--- config.mk ---
export PLATFORM = sky130hd
export DESIGN_NAME = uart_core
export DESIGN_NICKNAME = d
export VERILOG_FILES = /design/src/rtl/uart_pkg.sv /design/src/rtl/uart_sync_fifo.sv /design/src/rtl/uart_core.sv
export SDC_FILE = /design/constraint.sdc
export NUM_CORES = 1
export LEC_CHECK = 0
export ABC_AREA = 0
export BUFFER_PORTS_ARGS = -buffer_cell sky130_fd_sc_hd__buf_2
export CORE_MARGIN = 3
export CORE_UTILIZATION = 50
export DETAILED_ROUTE_END_ITERATION = 8
export PLACE_DENSITY_LB_ADDON = 0.15
export SLEW_MARGIN = 20
export SYNTH_ARGS = -nofsm -noshare
export SYNTH_HDL_FRONTEND = slang
export SYNTH_SLANG_ARGS = --single-unit
--- constraint.sdc ---
create_clock -name clk_i -period 4.2 [get_ports clk_i]
set_clock_uncertainty 0.1 [all_clocks]
set_input_delay 0.63 -clock clk_i [delete_from_list [all_inputs] [get_ports clk_i]]
set_output_delay 0.63 -clock clk_i [all_outputs]
set_load 0.02 [all_outputs]
--- src/rtl/uart_pkg.sv ---
// Shared types, constants and the parity helper for the buffered UART.
package uart_pkg;

  localparam int OVERSAMPLE = 16;
  localparam int MIN_LEN    = 5;
  localparam int MAX_W      = 9;

  typedef enum logic [2:0] {
    TX_IDLE   = 3'd0,
    TX_START  = 3'd1,
    TX_DATA   = 3'd2,
    TX_PARITY = 3'd3,
    TX_STOP   = 3'd4
  } tx_state_e;

  // RX_BREAK holds the receiver after a bad stop bit until the line returns high.
  typedef enum logic [2:0] {
    RX_IDLE   = 3'd0,
    RX_START  = 3'd1,
    RX_DATA   = 3'd2,
    RX_PARITY = 3'd3,
    RX_STOP   = 3'd4,
    RX_BREAK  = 3'd5
  } rx_state_e;

  // Parity over the low 'len' bits; odd=1 makes the total count of ones odd.
  function automatic logic parity_calc(input logic [MAX_W-1:0] data,
                                       input logic [3:0]       len,
                                       input logic             odd);
    logic p;
    p = odd;
    for (int i = 0; i < MAX_W; i++) begin
      if (i < int'(len)) begin
        p = p ^ data[i];
      end else begin
        p = p;
      end
    end
    return p;
  endfunction

endpackage

--- src/rtl/uart_sync_fifo.sv ---
// First-word-fall-through synchronous FIFO with occupancy count.
// Pushes into a full FIFO are accepted only when a pop happens in the same cycle.
module uart_sync_fifo #(
  parameter int W     = 9,
  parameter int DEPTH = 16
) (
  input  logic                     clk_i,
  input  logic                     rst_i,
  input  logic                     push_i,
  input  logic [W-1:0]             wdata_i,
  input  logic                     pop_i,
  output logic [W-1:0]             rdata_o,
  output logic                     full_o,
  output logic                     empty_o,
  output logic [$clog2(DEPTH):0]   count_o
);

  localparam int AW = $clog2(DEPTH);

  logic [W-1:0]  mem_q [DEPTH];
  logic [AW-1:0] wr_q;
  logic [AW-1:0] rd_q;
  logic [AW:0]   cnt_q;
  logic [AW:0]   cnt_d;
  logic          do_push_s;
  logic          do_pop_s;

  assign full_o    = (cnt_q == (AW+1)'(DEPTH));
  assign empty_o   = (cnt_q == {(AW+1){1'b0}});
  assign do_pop_s  = pop_i && !empty_o;
  assign do_push_s = push_i && (!full_o || do_pop_s);
  assign rdata_o   = mem_q[rd_q];
  assign count_o   = cnt_q;

  // Next occupancy: a simultaneous push and pop leaves the level unchanged.
  always_comb begin
    cnt_d = cnt_q;
    case ({do_push_s, do_pop_s})
      2'b10:   cnt_d = cnt_q + (AW+1)'(1);
      2'b01:   cnt_d = cnt_q - (AW+1)'(1);
      default: cnt_d = cnt_q;
    endcase
  end

  // Pointers and occupancy.
  always_ff @(posedge clk_i or negedge rst_i) begin
    if (!rst_i) begin
      wr_q  <= {AW{1'b0}};
      rd_q  <= {AW{1'b0}};
      cnt_q <= {(AW+1){1'b0}};
    end else begin
      if (do_push_s) wr_q <= wr_q + AW'(1);
      if (do_pop_s)  rd_q <= rd_q + AW'(1);
      cnt_q <= cnt_d;
    end
  end

  // Storage array; contents need no reset because occupancy gates every read.
  always_ff @(posedge clk_i) begin
    if (do_push_s) mem_q[wr_q] <= wdata_i;
  end

endmodule

--- src/rtl/uart_core.sv ---
// Buffered full-duplex UART: TX/RX FIFOs, 16x oversampled receiver, runtime
// frame format. Optional build macro UART_LOOPBACK_EN enables loop_i, which
// feeds txd back into the receiver instead of rxd_i.
module uart_core #(
  parameter int DATA_W   = 9,
  parameter int TX_DEPTH = 16,
  parameter int RX_DEPTH = 16
) (
  input  logic                          clk_i,
  input  logic                          rst_i,
  input  logic [15:0]                   baud_div_i,
  input  logic [3:0]                    len_i,
  input  logic                          parity_en_i,
  input  logic                          parity_odd_i,
  input  logic                          stop2_i,
  input  logic                          loop_i,
  input  logic                          tx_valid_i,
  input  logic [DATA_W-1:0]             tx_data_i,
  output logic                          tx_ready_o,
  output logic                          rx_valid_o,
  output logic [DATA_W-1:0]             rx_data_o,
  input  logic                          rx_ready_i,
  output logic [$clog2(TX_DEPTH):0]     tx_level_o,
  output logic [$clog2(RX_DEPTH):0]     rx_level_o,
  output logic                          tx_busy_o,
  output logic                          err_parity_o,
  output logic                          err_frame_o,
  output logic                          err_overrun_o,
  input  logic                          err_clr_i,
  input  logic                          rxd_i,
  output logic                          txd_o
);
  import uart_pkg::*;

  // ---------------- oversample tick ----------------
  logic [15:0] tick_cnt_q;
  logic        tick_s;

  // Compare with >= so lowering baud_div_i mid-count takes effect immediately.
  assign tick_s = (tick_cnt_q >= baud_div_i);

  // Free-running tick counter, wrapping at baud_div_i.
  always_ff @(posedge clk_i or negedge rst_i) begin
    if (!rst_i)      tick_cnt_q <= 16'd0;
    else if (tick_s) tick_cnt_q <= 16'd0;
    else             tick_cnt_q <= tick_cnt_q + 16'd1;
  end

  // Effective word length, clamped to MIN_LEN..DATA_W.
  logic [3:0] len_eff_s;
  always_comb begin
    len_eff_s = len_i;
    if (len_i < 4'(MIN_LEN))     len_eff_s = 4'(MIN_LEN);
    else if (len_i > 4'(DATA_W)) len_eff_s = 4'(DATA_W);
    else                         len_eff_s = len_i;
  end

  // ---------------- TX path ----------------
  tx_state_e         tx_state_q;
  logic [3:0]        tx_tick_q;
  logic [3:0]        tx_bit_q;
  logic [3:0]        tx_len_q;
  logic [DATA_W-1:0] tx_shift_q;
  logic              tx_pen_q;
  logic              tx_par_q;
  logic              tx_stop2_q;
  logic              tx_stop_two_q;
  logic              txd_q;
  logic [DATA_W-1:0] tx_head_s;
  logic              tx_full_s;
  logic              tx_empty_s;
  logic              tx_push_s;
  logic              tx_pop_s;
  logic              tx_last_stop_s;

  assign tx_push_s      = tx_valid_i && !tx_full_s;
  assign tx_last_stop_s = (tx_state_q == TX_STOP) && (tx_tick_q == 4'd15) &&
                          (!tx_stop2_q || tx_stop_two_q);
  // A new frame starts from IDLE or directly at the end of the last stop bit.
  assign tx_pop_s       = tick_s && !tx_empty_s &&
                          ((tx_state_q == TX_IDLE) || tx_last_stop_s);

  uart_sync_fifo #(.W(DATA_W), .DEPTH(TX_DEPTH)) u_tx_fifo (
    .clk_i   (clk_i),
    .rst_i   (rst_i),
    .push_i  (tx_push_s),
    .wdata_i (tx_data_i),
    .pop_i   (tx_pop_s),
    .rdata_o (tx_head_s),
    .full_o  (tx_full_s),
    .empty_o (tx_empty_s),
    .count_o (tx_level_o)
  );

  // TX FSM: shifts start, data (LSB first), optional parity and stop bits onto txd.
  always_ff @(posedge clk_i or negedge rst_i) begin
    if (!rst_i) begin
      tx_state_q    <= TX_IDLE;
      tx_tick_q     <= 4'd0;
      tx_bit_q      <= 4'd0;
      tx_len_q      <= 4'(MIN_LEN);
      tx_shift_q    <= {DATA_W{1'b0}};
      tx_pen_q      <= 1'b0;
      tx_par_q      <= 1'b0;
      tx_stop2_q    <= 1'b0;
      tx_stop_two_q <= 1'b0;
      txd_q         <= 1'b1;
    end else if (tx_pop_s) begin
      tx_state_q    <= TX_START;
      tx_tick_q     <= 4'd0;
      tx_bit_q      <= 4'd0;
      tx_len_q      <= len_eff_s;
      tx_shift_q    <= tx_head_s;
      tx_pen_q      <= parity_en_i;
      tx_par_q      <= parity_calc(MAX_W'(tx_head_s), len_eff_s, parity_odd_i);
      tx_stop2_q    <= stop2_i;
      tx_stop_two_q <= 1'b0;
      txd_q         <= 1'b0;
    end else if (tick_s) begin
      case (tx_state_q)
        TX_IDLE: begin
          tx_tick_q <= 4'd0;
          txd_q     <= 1'b1;
        end
        TX_START: begin
          tx_tick_q <= tx_tick_q + 4'd1;
          if (tx_tick_q == 4'd15) begin
            tx_state_q <= TX_DATA;
            txd_q      <= tx_shift_q[0];
            tx_shift_q <= {1'b0, tx_shift_q[DATA_W-1:1]};
          end
        end
        TX_DATA: begin
          tx_tick_q <= tx_tick_q + 4'd1;
          if (tx_tick_q == 4'd15) begin
            if (tx_bit_q == tx_len_q - 4'd1) begin
              tx_state_q <= tx_pen_q ? TX_PARITY : TX_STOP;
              txd_q      <= tx_pen_q ? tx_par_q : 1'b1;
            end else begin
              tx_bit_q   <= tx_bit_q + 4'd1;
              txd_q      <= tx_shift_q[0];
              tx_shift_q <= {1'b0, tx_shift_q[DATA_W-1:1]};
            end
          end
        end
        TX_PARITY: begin
          tx_tick_q <= tx_tick_q + 4'd1;
          if (tx_tick_q == 4'd15) begin
            tx_state_q <= TX_STOP;
            txd_q      <= 1'b1;
          end
        end
        TX_STOP: begin
          tx_tick_q <= tx_tick_q + 4'd1;
          if (tx_last_stop_s)          tx_state_q    <= TX_IDLE;
          else if (tx_tick_q == 4'd15) tx_stop_two_q <= 1'b1;
        end
        default: begin
          tx_state_q <= TX_IDLE;
          txd_q      <= 1'b1;
        end
      endcase
    end
  end

  assign txd_o      = txd_q;
  assign tx_ready_o = !tx_full_s;
  assign tx_busy_o  = (tx_state_q != TX_IDLE);

  // ---------------- RX path ----------------
  logic rx_in_s;
`ifdef UART_LOOPBACK_EN
  assign rx_in_s = loop_i ? txd_q : rxd_i;
`else
  logic unused_loop_s;
  assign unused_loop_s = loop_i;
  assign rx_in_s       = rxd_i;
`endif

  logic rx_meta_q;
  logic rx_sync_q;

  // Two-flop synchroniser; idles high so reset never looks like a start bit.
  always_ff @(posedge clk_i or negedge rst_i) begin
    if (!rst_i) begin
      rx_meta_q <= 1'b1;
      rx_sync_q <= 1'b1;
    end else begin
      rx_meta_q <= rx_in_s;
      rx_sync_q <= rx_meta_q;
    end
  end

  rx_state_e         rx_state_q;
  logic [3:0]        rx_tick_q;
  logic [3:0]        rx_bit_q;
  logic [3:0]        rx_len_q;
  logic [DATA_W-1:0] rx_shift_q;
  logic              rx_pen_q;
  logic              rx_odd_q;
  logic              rx_par_q;
  logic [DATA_W-1:0] rx_word_s;
  logic [DATA_W-1:0] rx_head_s;
  logic              rx_full_s;
  logic              rx_empty_s;
  logic              rx_stop_smp_s;
  logic              rx_push_s;
  logic              rx_pop_s;
  logic              rx_par_err_s;
  logic              rx_frm_err_s;
  logic              rx_ovr_s;

  // Bits enter at the MSB end, so a short word is right-aligned by the remaining gap.
  assign rx_word_s     = rx_shift_q >> (4'(DATA_W) - rx_len_q);
  assign rx_stop_smp_s = tick_s && (rx_state_q == RX_STOP) && (rx_tick_q == 4'd15);
  assign rx_push_s     = rx_stop_smp_s && rx_sync_q;
  assign rx_frm_err_s  = rx_stop_smp_s && !rx_sync_q;
  assign rx_par_err_s  = rx_push_s && rx_pen_q &&
                         (rx_par_q != parity_calc(MAX_W'(rx_word_s), rx_len_q, rx_odd_q));
  assign rx_pop_s      = !rx_empty_s && rx_ready_i;
  assign rx_ovr_s      = rx_push_s && rx_full_s && !rx_pop_s;

  uart_sync_fifo #(.W(DATA_W), .DEPTH(RX_DEPTH)) u_rx_fifo (
    .clk_i   (clk_i),
    .rst_i   (rst_i),
    .push_i  (rx_push_s),
    .wdata_i (rx_word_s),
    .pop_i   (rx_pop_s),
    .rdata_o (rx_head_s),
    .full_o  (rx_full_s),
    .empty_o (rx_empty_s),
    .count_o (rx_level_o)
  );

  // RX FSM: start detect, half-bit recheck, then one sample per 16 ticks at mid-bit.
  always_ff @(posedge clk_i or negedge rst_i) begin
    if (!rst_i) begin
      rx_state_q <= RX_IDLE;
      rx_tick_q  <= 4'd0;
      rx_bit_q   <= 4'd0;
      rx_len_q   <= 4'(MIN_LEN);
      rx_shift_q <= {DATA_W{1'b0}};
      rx_pen_q   <= 1'b0;
      rx_odd_q   <= 1'b0;
      rx_par_q   <= 1'b0;
    end else if (rx_state_q == RX_BREAK) begin
      if (rx_sync_q) rx_state_q <= RX_IDLE;
    end else if (tick_s) begin
      case (rx_state_q)
        RX_IDLE: begin
          rx_tick_q <= 4'd0;
          if (!rx_sync_q) begin
            rx_state_q <= RX_START;
            rx_bit_q   <= 4'd0;
            rx_shift_q <= {DATA_W{1'b0}};
            rx_len_q   <= len_eff_s;
            rx_pen_q   <= parity_en_i;
            rx_odd_q   <= parity_odd_i;
          end
        end
        RX_START: begin
          if (rx_tick_q == 4'd7) begin
            rx_tick_q  <= 4'd0;
            rx_state_q <= rx_sync_q ? RX_IDLE : RX_DATA;
          end else begin
            rx_tick_q <= rx_tick_q + 4'd1;
          end
        end
        RX_DATA: begin
          rx_tick_q <= rx_tick_q + 4'd1;
          if (rx_tick_q == 4'd15) begin
            rx_shift_q <= {rx_sync_q, rx_shift_q[DATA_W-1:1]};
            if (rx_bit_q == rx_len_q - 4'd1) rx_state_q <= rx_pen_q ? RX_PARITY : RX_STOP;
            else                             rx_bit_q   <= rx_bit_q + 4'd1;
          end
        end
        RX_PARITY: begin
          rx_tick_q <= rx_tick_q + 4'd1;
          if (rx_tick_q == 4'd15) begin
            rx_par_q   <= rx_sync_q;
            rx_state_q <= RX_STOP;
          end
        end
        RX_STOP: begin
          rx_tick_q <= rx_tick_q + 4'd1;
          if (rx_tick_q == 4'd15) rx_state_q <= rx_sync_q ? RX_IDLE : RX_BREAK;
        end
        default: rx_state_q <= RX_IDLE;
      endcase
    end
  end

  logic err_par_q;
  logic err_frm_q;
  logic err_ovr_q;

  // Sticky error flags; a set in the same cycle as err_clr_i takes priority.
  always_ff @(posedge clk_i or negedge rst_i) begin
    if (!rst_i) begin
      err_par_q <= 1'b0;
      err_frm_q <= 1'b0;
      err_ovr_q <= 1'b0;
    end else begin
      if (rx_par_err_s)   err_par_q <= 1'b1;
      else if (err_clr_i) err_par_q <= 1'b0;
      if (rx_frm_err_s)   err_frm_q <= 1'b1;
      else if (err_clr_i) err_frm_q <= 1'b0;
      if (rx_ovr_s)       err_ovr_q <= 1'b1;
      else if (err_clr_i) err_ovr_q <= 1'b0;
    end
  end

  assign err_parity_o  = err_par_q;
  assign err_frame_o   = err_frm_q;
  assign err_overrun_o = err_ovr_q;
  assign rx_valid_o    = !rx_empty_s;
  assign rx_data_o     = rx_empty_s ? {DATA_W{1'b0}} : rx_head_s;

endmodule

# After elaboration in Yosys (flattened, before gate mapping)
# Memory sizes are Yosys's and may differ from the RTL's.
# Cells that the tools add are included.
# word_totals
ramBits	288
inputBits	39
output_inout_bits	26
mem_count	2
register_bits	103
elab_cells	290
# classes
magnitude_cmp	21
shifts	1
muxes	97
n_bitwise	20
n_addsub	16
reduce_logical	62
eq_ne	41
# mem_list
memory	words	width	read_ports	rd_clocked_by_memory_dff	wr	line	rtl
u_rx_fifo.mem_q	16	9	1	0	1	uart_sync_fifo.sv:20	logic [W-1:0] mem_q [DEPTH];
u_tx_fifo.mem_q	16	9	1	0	1	uart_sync_fifo.sv:20	
# ops
op	count
9-bit two-way mux	8
3-bit two-way mux	19
4-bit two-way mux	13
1-bit two-way mux	45
9-bit case mux with 2 select lines	2
4-bit by 1-bit adder with 4-bit output, second input constant	8
3-bit by 4-bit less-than comparator with 1-bit output, first input constant	8
3-bit case mux with 5 select lines	2
2-bit nonzero test	11
5-bit case mux with 2 select lines	2
1-bit logical AND	18
3-bit by 2-bit != test with 1-bit output, second input constant	6
1-bit XOR	18
16-bit by 1-bit adder with 16-bit output, second input constant	1
16-bit >= comparator	1
1-bit by 4-bit less-than comparator with 1-bit output, first input constant	4
2-bit by 4-bit less-than comparator with 1-bit output, first input constant	4
16-bit two-way mux	1
4-bit case mux with 2 select lines	2
4-bit AND reduction	4
3-bit != test, second input constant	5
5-bit AND reduction	3
3-bit by 2-bit equality test with 1-bit output, second input constant	4
4-bit case mux with 3 select lines	1
other kinds (35)	68

# Logic depth before layout (Yosys ltp)
# depth
depth_word	29
ltp_mapped	19
ltp_nobuf	18

# Cells and area by module
# Synthesis repeated with hierarchy kept, for this count alone.
# hier_totals
cells_unflattened	1212
area_unflattened_um2	18104.9
# by_module_without_submodules
module	instances	area_per_inst_um2	seq_area_each_um2	cells_per_inst
uart_sync_fifo (u_rx_fifo)	1	6493.7	4649.5	320
uart_sync_fifo (u_tx_fifo)	1	6394.9	4649.5	316
uart_core	1	5216.3	1935.6	576

# Least setup slack after synthesis
# Ideal clock, no wire load.
# synth_timing
path_kind	in2reg
from	input port baud_div_i[9]
to	register u_tx_fifo.cnt_q[4] (netlist: u_tx_fifo.count_o[4])
t_required_ns	3.968
arrival_ns	3.743
setup_ns	0.132
setup_slack_ns	0.224
n_path_buf	1
stages	19
path_cell_list	inv_1 > ha_1 > a21o_1 > a21o_1 > a221o_1 > a221oi_1 > o21ai_1 > nand2_1 > inv_1 > clkbuf_1 > ha_1 > inv_1 > fa_1 > inv_1 > a21o_1 > a21oi_1 > xnor2_1 > nor2_1 > xor2_1
# synth_between
elab_chain_len	8
elab_cells_between_ends	10
classes_between	order compare: 1; eq/ne: 2; mux: 1; reduce/logical: 6
# synth_lines
element	line	rtl
start: declaration	uart_core.sv:11	input logic [15:0] baud_div_i,
16-bit >= comparator (*)	uart_core.sv:40	assign tick_s = (tick_cnt_q >= baud_div_i);
1-bit logical AND (*) (2 in a row)	uart_core.sv:80	assign tx_pop_s = tick_s && !tx_empty_s &&
1-bit logical AND (*)	uart_sync_fifo.sv:30	assign do_pop_s = pop_i && !empty_o;
net u_tx_fifo.do_pop_s	uart_sync_fifo.sv:26	logic do_pop_s;
1-bit logical OR	uart_sync_fifo.sv:31	assign do_push_s = push_i && (!full_o || do_pop_s);
1-bit logical AND	uart_sync_fifo.sv:31	
2-bit by 1-bit equality test with 1-bit output / 2-bit equality test (equally long branches)	uart_sync_fifo.sv:38	case ({do_push_s, do_pop_s})
5-bit case mux with 2 select lines / 2-bit nonzero test (equally long branches)	n/a	
end signal: assignment	uart_sync_fifo.sv:50	cnt_q <= {(AW+1){1'b0}};
end signal: assignment	uart_sync_fifo.sv:54	cnt_q <= cnt_d;
end: declaration	uart_sync_fifo.sv:23	logic [AW:0] cnt_q;
# The timed path passes the listed nets; every way through them passes the cells marked *.
# A chain may end at the register's enable or synchronous reset.

# Worst setup path after layout
# layout_timing
from	register tick_cnt_q[9]
to	register u_rx_fifo.cnt_q[4] (netlist: u_rx_fifo.count_o[4])
# layout_between
elab_chain_len	7
elab_cells_between_ends	9
classes_between	order compare: 1; eq/ne: 2; mux: 1; reduce/logical: 5
# layout_lines
element	line	rtl
start: declaration	uart_core.sv:36	logic [15:0] tick_cnt_q;
start signal: assignment	uart_core.sv:46	else tick_cnt_q <= tick_cnt_q + 16'd1;
16-bit >= comparator (*)	uart_core.sv:40	
1-bit logical AND (*) (2 in a row)	uart_core.sv:215	assign rx_stop_smp_s = tick_s && (rx_state_q == RX_STOP) && (rx_tick_q == 4'd15);
1-bit logical AND (*)	uart_core.sv:216	assign rx_push_s = rx_stop_smp_s && rx_sync_q;
1-bit logical AND (*)	uart_sync_fifo.sv:31	
2-bit by 1-bit equality test with 1-bit output / 2-bit equality test (equally long branches)	uart_sync_fifo.sv:38	
5-bit case mux with 2 select lines / 2-bit nonzero test (equally long branches)	n/a	
end signal: assignment	uart_sync_fifo.sv:50	
end signal: assignment	uart_sync_fifo.sv:54	
end: declaration	uart_sync_fifo.sv:23	
# Mark *: on every way between the ends. The rest lies on a longest branch, timed or not.

==> metrics.md <==
| Metric | Value |
|---|---|
| Outcome | `completed` |
| Maximum clock frequency | `270 MHz` |
| Final Hold Fails | `0` |
| Clk_lat worst skew | `530 ps` |
| Hold-fix buffers, CTS | `0` |
| Port bufs | `63` |
| Nets | `1,384` |
| Mapped Area | `17,600 sq um` |
| Ys async rst share | `26.3%` |
| Die Width | `194 um` |
| Share of cells above drive strength 1 | `21.1%` |
| Startpoint Class | `flip-flop` |
| Least-Margin Pin Slew | `1010 ps` |
| Overflow after GRT | `0` |
| Clock transition at path regs | `60 ps` |
| Share of the synthesized area in the top cell type | `49.0%` |
| Final setup viols | `0` |
| Initial antenna violation count | `2` |
| GRT met2 Usage | `31.5%` |
| CTS tree | `done` |
| VDD IR max | `0.696 mV` |
| TNS Setup | `0 ps` |
| Seq/Total Area, Yosys | `63.7%` |
| Fin crit period | `3700 ps` |
| Crit path buf inv count | `4` |
| Pleak | `7.49 nW` |
| CP arrival | `4010 ps` |
| Layout Utilization | `57.7%` |
| Leading area contributor after synthesis | `edfxtp_1` |
| Pre-CTS setup slack | `182 ps` |
| Crit. End Element | `flip-flop` |
| Post-route cell area | `20,000 sq um` |
| Unrepaired setup endpoints after global routing | `no` |
| WL per Instance | `19.3 um` |
| Die area | `37,600 sq um` |
| Worst path cell trace | `ha_1, a21o_1, a21o_1, a221o_1, a221oi_1, buf_4, o21a_1, nor3b_2, inv_1, ha_1, inv_1, fa_1, inv_1, a21o_1, a21oi_1, xnor2_1, nor2_1, xor2_1` |
| H-tree depth | `2` |
| Synth unique cells | `76` |
| Final worst-path setup slack | `500 ps` |
| Crit path kind | `flip-flop to flip-flop` |
| GRT Overall Usage | `18.6%` |
| Slowest cell on the critical path | `dfrtp_1` |
| DR DRC count | `0` |
| Avg Vias per Cell | `5.58` |
| Ys Warns | `0` |
| Prevailing post-synth register cell | `edfxtp_1` |
| EDFF count, synth | `288` |
| Grt met1 use | `25.6%` |
| Placer Congestion | `0.793` |
| GRT busiest layer | `met2` |
| Power per cell area | `582 nW/um^2` |
| # rows | `68` |
| Slew Limit Headroom | `32.2%` |
| Core area | `34,600 sq um` |
| Syn_nets | `1,292` |
| Initial DRC count | `516` |
| Post-Syn Instances | `1,206` |
| Post-CTS Setup Bufs | `0` |
| Initial core utilization | `51.0%` |
| CP peak stage delay | `440 ps` |
| Cell Area, Placed | `18,600 sq um` |
| Post-route ant nets | `0` |
| Clk buf depth | `3` |
| Vias | `9,944` |
| Fin. max-slew vios | `0` |
| Max FO, Critical Path | `5` |
| CTS root buffer | `clkbuf_16` |
| Area grow syn2layout | `13.2%` |
| IO Count | `65` |
| Largest net degree at the start of global routing | `52` |
| Synth top area cells | `edfxtp_1 (49%), dfrtp_1 (14%), mux4_2 (8.8%)` |
| Met3 GRT Util | `2.75%` |
| Post_cts resized | `0` |
| Global-route wire length before repair | `56.0 mm` |
| WP data required | `4510 ps` |
| Synth Area per Inst | `14.6 sq um` |
| Vias in the first global route | `9,963` |
| CP top delay family | `compound AO/OA/AOI/OAI gates` |
| Worst hold path type | `primary input to asynchronous set/reset pin` |
| Chip height | `194 um` |
| Number of buffers created by CTS | `42` |
| DR pass1 iterations | `7` |
| Final period util | `88.1%` |
| Max_cap viols | `0` |
| Synth Register Bits | `391` |
| Detail Placement HPWL | `23.0 mm` |
| Total Wirelength | `34.5 mm` |
| Clk sinks | `391` |
power by group:
part / total (mW) / internal (mW) / switching (mW)
Combinational: 3.11 / 1.45 / 1.65
Clock: 3.57 / 2.15 / 1.42
Sequential: 4.95 / 4.55 / 0.402
state kept, by name, summed over array words and instances, names as in the netlist, 3 cells and up:
register,flops
u_rx_fifo.mem_q,144
u_rx_fifo.count_o,5
u_tx_fifo.count_o,5
rx_shift_q,9
u_tx_fifo.mem_q,144
tx_tick_q,4
u_rx_fifo.rd_q,4
u_tx_fifo.wr_q,4
rx_bit_q,4
tx_len_q,4
rx_len_q,4
rx_tick_q,4
tx_state_q,3
u_tx_fifo.rd_q,4
tx_shift_q,9
tick_cnt_q,16
u_rx_fifo.wr_q,4
tx_bit_q,4
rx_state_q,3
routing by layer:
metal	routed length (um)	up-vias	part of all wire, %
met3	1350	51	3.9
met2	17100	181	50
met1	15300	4979	44
met4	675	2	2.0
li1	-	4731	-
met5	7	-	0.020
worst paths after layout:
kind	from	end	slack, ps	cells after the start
worst max register to register	tick_cnt_q[9]	u_rx_fifo.count_o[4]	500	18
max in group asynchronous	rst_i	u_rx_fifo.rd_q[0]	3110	2
worst max-delay path	tick_cnt_q[9]	u_rx_fifo.count_o[4]	500	18
worst min register to register	rx_meta_q	rx_sync_q	260	0
worst min-delay path	rst_i	u_tx_fifo.count_o[0]	20	1
min in group clk_i	rxd_i	rx_meta_q	110	1
synthesized netlist by cell type, types with 3 or more instances:
library cell	count
a21o_1	10
a21oi_1	22
a221o_1	3
a221oi_1	15
a22oi_1	14
a31oi_1	5
a32o_1	3
and2_1	14
and3_1	9
buf_1	11
buf_2	10
buf_6	4
clkbuf_1	31
dfrtp_1	96
dfstp_2	7
edfxtp_1	288
ha_1	45
inv_1	51
mux2_2	10
mux2i_1	35
mux4_1	3
mux4_2	69
nand2_1	106
nand2b_1	14
nand3_1	23
nand3b_1	3
nand4_1	7
nor2_1	63
nor2b_1	17
nor3_1	14
nor4_1	10
o211ai_1	3
o21ai_0	65
o21ai_1	3
or2_2	4
or3_1	4
xnor2_1	35
xor2_1	27
per-stage QoR:
stage / total power, mW / hold WS, ps / std cells
3_3_place_gp: 8.12 / 247 / 1709
5_1_grt: 12.3 / 77.0 / 1781
3_5_place_dp: 8.19 / 249 / 1709
2_1_floorplan: 7.35 / 234 / 1206
4_1_cts: 11.8 / 40.2 / 1780
6_report: 11.6 / 17.5 / 1781
cell usage in the layout (no fill, tap or decap), types with 15 or more instances in the layout:
master / Yosys / routed
inv_1: 51 / 51
ha_1: 45 / 45
edfxtp_1: 288 / 288
xnor2_1: 35 / 35
nor2b_1: 17 / 16
mux4_2: 69 / 69
mux2i_1: 35 / 35
a221oi_1: 15 / 15
xor2_1: 27 / 27
a21oi_1: 22 / 21
clkbuf_16: 0 / 43
nand3_1: 23 / 23
nor2_1: 63 / 63
buf_4: 2 / 43
dfrtp_1: 96 / 94
buf_2: 10 / 62
o21ai_0: 65 / 64
nand2_1: 106 / 106
cell families after synthesis:
group | count (synthesis) | share of synthesized area (%)
AOI/OAI and AO/OA | 170 | 6.41
xor gates and xnor gates | 66 | 3.56
adders and majority gates | 49 | 3.53
buffers and inverters | 111 | 2.74
DFF | 391 | 63.7
muxes | 117 | 11.9
and+or+nand+nor | 302 | 8.24
worst reg2reg max path, delay by kind of cell (launching register included):
family	cells	cell delay (ps)
compound gates	7	1290
buf+inv	4	420
fa+ha+maj	3	930
simple gates	2	120
flops	1	440
xor+xnor	2	280
area by class of cell:
class / instances / area [sq um]
Antenna cell: 1 / 2.50
Clock buffer: 55 / 1140
Clock inverter: 16 / 184
Fill cell: 2715 / 14600
Inverter: 52 / 195
Multi-Input combinational cell: 704 / 5980
Sequential cell: 391 / 11200
Tap cell: 455 / 569
Timing Repair Buffer: 107 / 673
Power figures use the tool's default switching activity.
